[config.mk]
export PLATFORM = sky130hd
export DESIGN_NAME = imem_loader
export DESIGN_NICKNAME = d
export VERILOG_FILES = /design/src/rtl/mips_pkg.sv /design/src/rtl/byte_word_assembler.sv /design/src/rtl/imem_loader.sv
export SDC_FILE = /design/constraint.sdc
export NUM_CORES = 1
export LEC_CHECK = 0
export ABC_AREA = 1
export CAP_MARGIN = 20
export CORE_MARGIN = 2
export CORE_UTILIZATION = 55
export CTS_CLUSTER_DIAMETER = 60
export DETAILED_ROUTE_END_ITERATION = 10
export GPL_TIMING_DRIVEN = 0
export PLACE_DENSITY_LB_ADDON = 0.1
export SLEW_MARGIN = 25
export SYNTH_ARGS = -nofsm -noshare
export SYNTH_HDL_FRONTEND = slang
export SYNTH_SLANG_ARGS = --single-unit
[constraint.sdc]
create_clock -name i_clk -period 2.4 [get_ports i_clk]
set_input_delay 0.6 -clock i_clk [delete_from_list [all_inputs] [get_ports i_clk]]
set_output_delay 0.6 -clock i_clk [all_outputs]
set_load 0.005 [all_outputs]
[src/rtl/mips_pkg.sv]
// Shared types and constants for the instruction-memory loader.
package mips_pkg;

  typedef enum logic [2:0] {
    ST_IDLE  = 3'd0,
    ST_LOAD  = 3'd1,
    ST_CHECK = 3'd2,
    ST_DONE  = 3'd3,
    ST_ERROR = 3'd4
  } state_t;

  localparam logic [31:0] HALT_WORD      = 32'hFFFF_FFFF;
  localparam int          BYTES_PER_WORD = 4;

endpackage

[src/rtl/byte_word_assembler.sv]
// Packs a byte stream MSB-first into 32-bit words; word_valid_o pulses the cycle after the 4th byte.
module byte_word_assembler
  import mips_pkg::*;
(
  input  logic        clk_i,
  input  logic        reset_i,
  input  logic        clear_i,
  input  logic        en_i,
  input  logic [7:0]  data_i,
  input  logic        valid_i,
  output logic [31:0] word_o,
  output logic        word_valid_o
);

  localparam logic [1:0] LAST_IDX = 2'(BYTES_PER_WORD - 1);

  logic [31:0] shift_q, shift_d;
  logic [1:0]  idx_q, idx_d;
  logic        wvld_q, wvld_d;

  always_comb begin
    shift_d = shift_q;
    idx_d   = idx_q;
    wvld_d  = 1'b0;
    if (clear_i) begin
      shift_d = '0;
      idx_d   = '0;
    end else if (en_i && valid_i) begin
      shift_d = {shift_q[23:0], data_i};
      idx_d   = idx_q + 2'd1;
      wvld_d  = (idx_q == LAST_IDX);
    end
  end

  always_ff @(posedge clk_i) begin
    if (reset_i) begin
      shift_q <= '0;
      idx_q   <= '0;
      wvld_q  <= 1'b0;
    end else begin
      shift_q <= shift_d;
      idx_q   <= idx_d;
      wvld_q  <= wvld_d;
    end
  end

  // The completed word stays in shift_q during the valid cycle; a new byte only shifts at its end.
  assign word_o       = shift_q;
  assign word_valid_o = wvld_q;

endmodule

[src/rtl/imem_loader.sv]
// Loads a UART byte stream into instruction memory until HALT, stalling the pipeline meanwhile.
// Define IMEM_LOADER_CHECKSUM_EN to require an XOR checksum byte after the HALT word.
module imem_loader #(
  parameter int          NB_ADDR     = 32,
  parameter int          NB_INST     = 32,
  parameter int          NB_ROM_SIZE = 10,
  parameter int          ADDR_STEP   = 4,
  parameter logic [31:0] HALT_WORD   = mips_pkg::HALT_WORD
) (
  input  logic                   i_clk,
  input  logic                   i_reset,
  input  logic                   i_start,
  input  logic [7:0]             i_rx_data,
  input  logic                   i_rx_valid,
  output logic                   o_write,
  output logic [NB_ADDR-1:0]     o_address,
  output logic [NB_INST-1:0]     o_instruction,
  output logic                   o_stall,
  output logic                   o_done,
  output logic                   o_error,
  output logic [NB_ROM_SIZE:0]   o_word_count
);

  import mips_pkg::*;

  localparam logic [NB_ROM_SIZE:0] DEPTH     = {1'b1, {NB_ROM_SIZE{1'b0}}};
  localparam logic [NB_ROM_SIZE:0] CNT_ONE   = (NB_ROM_SIZE+1)'(1);
  localparam logic [NB_ROM_SIZE:0] LAST_SLOT = DEPTH - CNT_ONE;
  localparam logic [NB_ADDR-1:0]   STEP      = NB_ADDR'(ADDR_STEP);

  state_t                 state_q, state_d;
  logic [NB_ADDR-1:0]     addr_q, addr_d;
  logic [NB_ROM_SIZE:0]   count_q, count_d;
  logic [31:0]            word;
  logic                   word_vld;
  logic                   start_acc;
  logic                   full;
  logic                   wr_en, stall, done, error;

  assign start_acc = i_start && (state_q != ST_LOAD) && (state_q != ST_CHECK);
  assign full      = (count_q == DEPTH);

  byte_word_assembler u_asm (
    .clk_i        (i_clk),
    .reset_i      (i_reset),
    .clear_i      (start_acc),
    .en_i         (state_q == ST_LOAD),
    .data_i       (i_rx_data),
    .valid_i      (i_rx_valid),
    .word_o       (word),
    .word_valid_o (word_vld)
  );

`ifdef IMEM_LOADER_CHECKSUM_EN
  logic [7:0] xor_q, xor_d;

  always_comb begin
    xor_d = xor_q;
    if (start_acc)
      xor_d = '0;
    else if (state_q == ST_LOAD && i_rx_valid)
      xor_d = xor_q ^ i_rx_data;
  end

  always_ff @(posedge i_clk) begin
    if (i_reset) xor_q <= '0;
    else         xor_q <= xor_d;
  end
`endif

  always_ff @(posedge i_clk) begin
    if (i_reset) state_q <= ST_IDLE;
    else         state_q <= state_d;
  end

  always_comb begin
    state_d = state_q;
    case (state_q)
      ST_IDLE, ST_DONE, ST_ERROR: if (i_start) state_d = ST_LOAD;
      ST_LOAD: begin
        if (word_vld) begin
          if (full)
            state_d = ST_ERROR;
          else if (word == HALT_WORD)
`ifdef IMEM_LOADER_CHECKSUM_EN
            state_d = ST_CHECK;
`else
            state_d = ST_DONE;
`endif
        end
      end
`ifdef IMEM_LOADER_CHECKSUM_EN
      ST_CHECK: if (i_rx_valid) state_d = (i_rx_data == xor_q) ? ST_DONE : ST_ERROR;
`endif
      default: state_d = ST_IDLE;
    endcase
  end

  always_comb begin
    wr_en = 1'b0;
    stall = 1'b0;
    done  = 1'b0;
    error = 1'b0;
    case (state_q)
      ST_LOAD: begin
        stall = 1'b1;
        wr_en = word_vld && !full;
      end
      ST_CHECK: stall = 1'b1;
      ST_DONE:  done  = 1'b1;
      ST_ERROR: error = 1'b1;
      default: ;
    endcase
  end

  // The address holds on the final slot so it never leaves the memory's range.
  always_comb begin
    addr_d  = addr_q;
    count_d = count_q;
    if (start_acc) begin
      addr_d  = '0;
      count_d = '0;
    end else if (wr_en) begin
      count_d = count_q + CNT_ONE;
      if (count_q != LAST_SLOT) addr_d = addr_q + STEP;
    end
  end

  always_ff @(posedge i_clk) begin
    if (i_reset) begin
      addr_q  <= '0;
      count_q <= '0;
    end else begin
      addr_q  <= addr_d;
      count_q <= count_d;
    end
  end

  assign o_write       = wr_en;
  assign o_address     = addr_q;
  assign o_instruction = NB_INST'(word);
  assign o_stall       = stall;
  assign o_done        = done;
  assign o_error       = error;
  assign o_word_count  = count_q;

endmodule
==> out/metrics.yaml, run 1 <==
setup_path:
  reg2reg_from: "o_address[2]"
  max_stage_delay_ps: 340
  r2r_cells: 8
  cp.arrival_ps: 1660
  r2r_slack_ps: 410
  worst-path-buf-inv: 3
  crit_fanout: 3
  cp_top_family: "buffers and inverters"
  end_kind: "output pin"
  required_ps: 1800
  critPathLaunchType: "register"
  r2r_end: "o_address[12]"
  critPathKind: "register to output pin"
  crit_chain: "inv_1, ha_1, nand2_1, nor2_1, nand2_1, nand3_4, clkinv_4, dlygate4sd2_1"
  crit_top_cell: "nand2_1"
  crit_slowest_cell: "dfxtp_4"
place:
  gp_congestion: 0.9138
  hpwl_microns: 8408
  io_buffer_count: 87
  placed_area_sq_um: 5234
synth:
  ys_top_cells_by_area: "dfxtp_1 (37%), nand2_1 (22%), a21oi_1 (7.9%)"
  async_flop_share_pct: 0
  synth-main-ff-cell: "dfxtp_1"
  yosysTopAreaCellShare_pct: 37.34
  synth_edf_count: 0
  synth.avg_cell_area_sq_um: 6.466
  seq_area_frac_synth_pct: 37.34
  ys_types: 27
  yosys_warnings: 0
  synth-seq-cells: 79
  yosysMostFrequentCell: "nand2_1"
  synthTopCellsByCount: "nand2_1 (248), dfxtp_1 (79), nor2_1 (73)"
  syn_inst: 655
  synth_area_sq_um: 4235
  synth_top_cell_by_area: "dfxtp_1"
pwr:
  finalPower_mw: 2.597
  ir_drop_mv: 0.3861
  leakage_nw: 1.833
  powerDensity_nw_per_um2: 475.6
sta:
  slew_headroom_pct: 62.16
  rsz0062_at_grt: "false"
  finalSetupViolCount: 0
  period_share_pct: 94.33
  finalMaxSlewViolations: 0
  fin_skew_ps: 14.56
  max_clock_freq_mhz: 441.7
  report.final.hold_viol_count: 0
  tightest_slew_ps: 567.7
  fin_crit_ps: 2264
cells_and_area:
  drive_gt1_share_pct: 8.650
  num_antenna_cells: 0
  syn2layout_area_growth_pct: 28.92
  ff_latch_area_sq_um: 1587
  nNetsFinal: 774
  fin_util_pct: 74.09
  final_cell_area_sq_um: 5460
  nFillCells: 623
  multi_input_area_sq_um: 2335
detailed_routing:
  wirelength_microns: 11180
  vias: 4541
  drtIter0Drc: 259
  vias_per_cell: 5.268
  first_pass_iters: 5
  wire_per_inst_microns: 12.97
  remaining_drc_errors: 0
  ant_nets: 0
clock_network:
  clock_insertion_delay_worst_skew_ps: 360
  clock_path_buffers: 2
  clk_pin_slew_ps: 80
  cts_hold_buf: 0
  cts_buffers: 9
  cts_root_buf: "clkbuf_8"
  htree_levels: 3
  cts_tree: "yes"
  cts_num_sinks: 79
floorplan:
  die-area_sq_um: 8418
  die_h_microns: 91.75
  row_count: 31
  initial_core_util_pct: 57.47
  io_pins: 91
  fp.dieW_microns: 91.75
  core_region_area_sq_um: 7370
grt:
  grt_pass1_wl_microns: 19240
  antenna_found_initial: 0
  grt_pass1_vias: 4281
  track_usage_pct: 27.44
  grt_max_degree: 16
  overflow: 0
min_path:
  worstHoldStart: "u_asm.idx_q[1]"
  hold_path.class: "register to register"
  holdPathEnd: "u_asm.idx_q[1]"
  hold_depth: 2
run:
  drv_cap: 0
run_status:
  status: "finished, final reports clean"
-- state kept, by name (all words and copies together) (netlist names) --
signal / count
o_word_count: 11
u_asm.idx_q: 2
u_asm.word_o: 32
o_address: 30
u_asm.word_valid_o: 1
state_q: 3
-- where the power goes --
group	internal [mW]	total (mW)	switching [mW]
clock network	0.419	0.946	0.528
logic	0.0979	0.310	0.212
registers	1.32	1.34	0.0180
total	1.84	2.60	0.758
-- per-layer routing --
layer,track usage (%),vias up,share of wire (%)
met3,3.862,22,4.4
li1,-,2290,-
met5,0,-,0
met2,49.08,130,50
met4,11.19,0,2.5
met1,32.96,2099,43
-- stage by stage --
stage	setup TNS [ps]	worst slack, ps	cells	hold slack, ps
after global routing	0	42.33	862	501.8
after global placement	-49.78	-49.78	842	455.3
after detailed placement	-81.00	-81.00	842	460.5
after CTS	0	144.4	862	473.4
final	0	136.1	862	475.1
after floorplan	0	652.4	656	443.9
-- cell families (layout without fill, tap and decap cells) --
logic type	Yosys count	in the layout	share of synthesized area, %
buf+inv	67	174	7.622
simple gates	403	403	39.35
other cells	1	2	0.08854
fa+ha+maj	4	4	1.182
compound gates	81	81	10.28
xor+xnor	20	20	4.136
flops	79	79	37.34
-- layout by cell type, fill, tap and decap left out, types with 8 or more instances in the layout --
cell type / Yosys / final
buf_2: 11 / 11
nor2_1: 73 / 73
clkbuf_8: 0 / 10
nand3_1: 58 / 58
xor2_1: 14 / 14
dfxtp_1: 79 / 77
a21oi_1: 67 / 67
inv_1: 38 / 38
clkdlybuf4s50_1: 0 / 86
nand2_1: 248 / 248
a21oi_2: 8 / 8
-- timing repair --
action                     CTS  global route
hold endpoints to repair     0             0
setup endpoints to repair    1             0
setup buffers                4             0
gates resized for setup      6             0
-- final cells by class --
class / count / share of cell area (%)
Multi-Input combinational cell: 510 / 42.76
Sequential cell: 79 / 29.06
Timing Repair Buffer: 91 / 16.48
Buffer: 27 / 3.139
Inverter: 40 / 2.864
Clock buffer: 10 / 2.521
Tap cell: 99 / 2.269
Clock inverter: 6 / 0.9166
-- worst min-delay path: cells and delay by family, from the launching register on --
family          cells  cell delay, ps
compound gates      1              50
flops               1             320
simple gates        1              60
-- worst max path at each step --
stage                     from       to  slack [ps]  depth (start not counted)
2_1_floorplan  o_word_count[0]  o_write         650                          7
3_3_place_gp   o_word_count[0]  o_write         -50                          8
3_5_place_dp   o_word_count[0]  o_write         -80                          8
4_1_cts        o_word_count[0]  o_write         140                          8
5_1_grt        o_word_count[0]  o_write          40                          8
6_report       o_word_count[0]  o_write         140                          8
Power figures use the tool's default switching activity.
==> run 2, diff against run 1 <==
- REMOVE_ABC_BUFFERS: not set -> 1
==> run 2 against run 1 <==
Design area shrank 1.8%. Sequential share of layout area grew 0.55 points. Clock power shrank 3.2%. First-iteration DRC count shrank 4.6%. Largest power group unchanged. Combinational power grew 4%. Routed wire length shrank 1.5%. Highest routed layer unchanged. Count of clock-buffer cells in the layout shrank 1.
==> out/metrics.yaml, run 2 (synthesis results as in run 1) <==
cells_and_area:
  ff_latch_area_sq_um: 1588
  layout_common_cells: "nand2_1 (246), clkdlybuf4s50_1 (86), dfxtp_1 (76)"
  nFillCells: 610
  syn2layout_area_growth_pct: 26.62
  nNetsFinal: 752
  num_antenna_cells: 0
  largest_reg_flops: 32
  multi_input_area_sq_um: 2355
  drive_gt1_share_pct: 7.557
  final_common_cell: "nand2_1"
pwr:
  ir_drop_mv: 0.3424
  finalPower_mw: 2.581
  powerDensity_nw_per_um2: 481.3
  leakage_nw: 1.770
sta:
  fin_skew_ps: 12.96
  fin_setup_tns_ps: 0
  tightest_slew_ps: 682.0
  fin_crit_ps: 2351
  report.final.hold_viol_count: 0
  slew_headroom_pct: 54.42
  finalMaxSlewViolations: 0
  max_clock_freq_mhz: 425.3
  fin_hold_ws_ps: 473.2
  finalSetupViolCount: 0
  period_share_pct: 97.96
floorplan:
  row_count: 31
  io_pins: 91
  die-area_sq_um: 8418
  initial_core_util_pct: 57.47
  core_region_area_sq_um: 7370
  die_h_microns: 91.75
  fp.dieW_microns: 91.75
detailed_routing:
  wire_per_inst_microns: 13.10
  remaining_drc_errors: 0
  first_pass_iters: 5
  vias: 4453
  drtIter0Drc: 247
  vias_per_cell: 5.301
  ant_nets: 0
  wirelength_microns: 11010
grt:
  antenna_found_initial: 0
  grt_pass1_vias: 3995
  overflow: 0
  track_usage_pct: 26.32
  grt_max_degree: 42
  top_usage_layer: "met2"
  use_met2_pct: 42.89
  grtUsageMet1_pct: 35.10
  grt_pass1_wl_microns: 18240
  met3_usage_pct: 5.998
setup_path:
  r2r_cells: 10
  cp.arrival_ps: 1750
  reg2reg_from: "o_word_count[0]"
  critPathLaunchType: "register"
  crit_fanout: 5
  r2r_end: "o_address[18]"
  required_ps: 1800
  r2r_slack_ps: 320
  end_kind: "output pin"
  critPathKind: "register to output pin"
clock_network:
  cts_root_buf: "clkbuf_8"
  cts_num_sinks: 79
  htree_levels: 3
  clk_pin_slew_ps: 90
  clock_insertion_delay_worst_skew_ps: 360
  cts_buffers: 9
  cts_hold_buf: 0
  clock_path_buffers: 2
  cts_tree: "yes"
min_path:
  hold_depth: 2
  holdPathEnd: "u_asm.idx_q[1]"
  hold_path.class: "register to register"
  worstHoldStart: "u_asm.idx_q[1]"
run:
  drv_cap: 0
place:
  gp_congestion: 0.9278
  io_buffer_count: 88
  hpwl_microns: 7410
run_status:
  status: "finished, final reports clean"
run 2: changes by cell type in the layout (fill, tap and decap cells not counted), moves of 2 or more:
| cell | previous run | this run |
|---|---|---|
| buf_1 | 2 | 0 |
| nand2_1 | 248 | 246 |
| buf_6 | 6 | 0 |
| clkbuf_1 | 5 | 0 |
| buf_2 | 11 | 1 |
| clkinv_4 | 2 | 5 |
run 2: layout make-up:
cell class              instances  share of cell area [%]
flip-flops and latches         79                   29.61
well taps                      99                   2.310
clock inverters                 7                   1.050
repair inverters                1                  0.1633
multi-input cells             510                   43.91
inverters                      40                   3.126
clock buffers                   9                   2.310
repair buffers                 95                   17.52
run 2: routing by layer:
layer | vias up | share of wire (%) | wire length, microns
met5 | - | 0 | 0
met4 | 0 | 1.3 | 140
met3 | 13 | 6.7 | 742
met2 | 138 | 47 | 5178
met1 | 2055 | 45 | 4946
li1 | 2247 | - | -
run 2: worst max-delay path by stage:
stage	start	endpoint	slack, ps	cells after the start
finish	state_q[2]	o_stall	50	5
CTS	state_q[1]	o_stall	40	5
floorplan	i_start	o_word_count[0]	-20	5
detailed placement	state_q[2]	o_write	-520	6
global placement	i_start	o_word_count[0]	-1290	6
global route	o_word_count[0]	o_write	-30	8
run 2: stage by stage:
step / setup slack [ps] / cell area [sq um] / instances / util, %
6_report: 48.93 / 5363 / 840 / 72.77
5_1_grt: -27.99 / 5363 / 840 / 72.77
4_1_cts: 43.00 / 5356 / 840 / 72.68
3_5_place_dp: -522.1 / 5095 / 817 / 69.13
3_3_place_gp: -1289 / 5072 / 816 / 68.83
2_1_floorplan: -23.23 / 4068 / 629 / -
run 2: worst max-delay path: stages, from the launching register on:
cell	delay, ps
dfxtp_1	360
inv_1	150
nand3_4	130
buf_4	200
nand2_1	60
clkdlybuf4s50_1	500
run 2: report_power, final:
group / switching [mW] / total [mW] / internal (mW) / leakage [nW]
clock: 0.529 / 0.916 / 0.386 / 0.0902
sequential: 0.0194 / 1.34 / 1.32 / 0.638
combinational: 0.224 / 0.322 / 0.0979 / 1.04
run 2: repair_timing:
action                     CTS  global route
setup endpoints to repair    1             2
pin swaps                    2             0
gates resized for setup      9             4
buffers inserted             6             0
cloned                       1             0
hold endpoints to repair     0             0
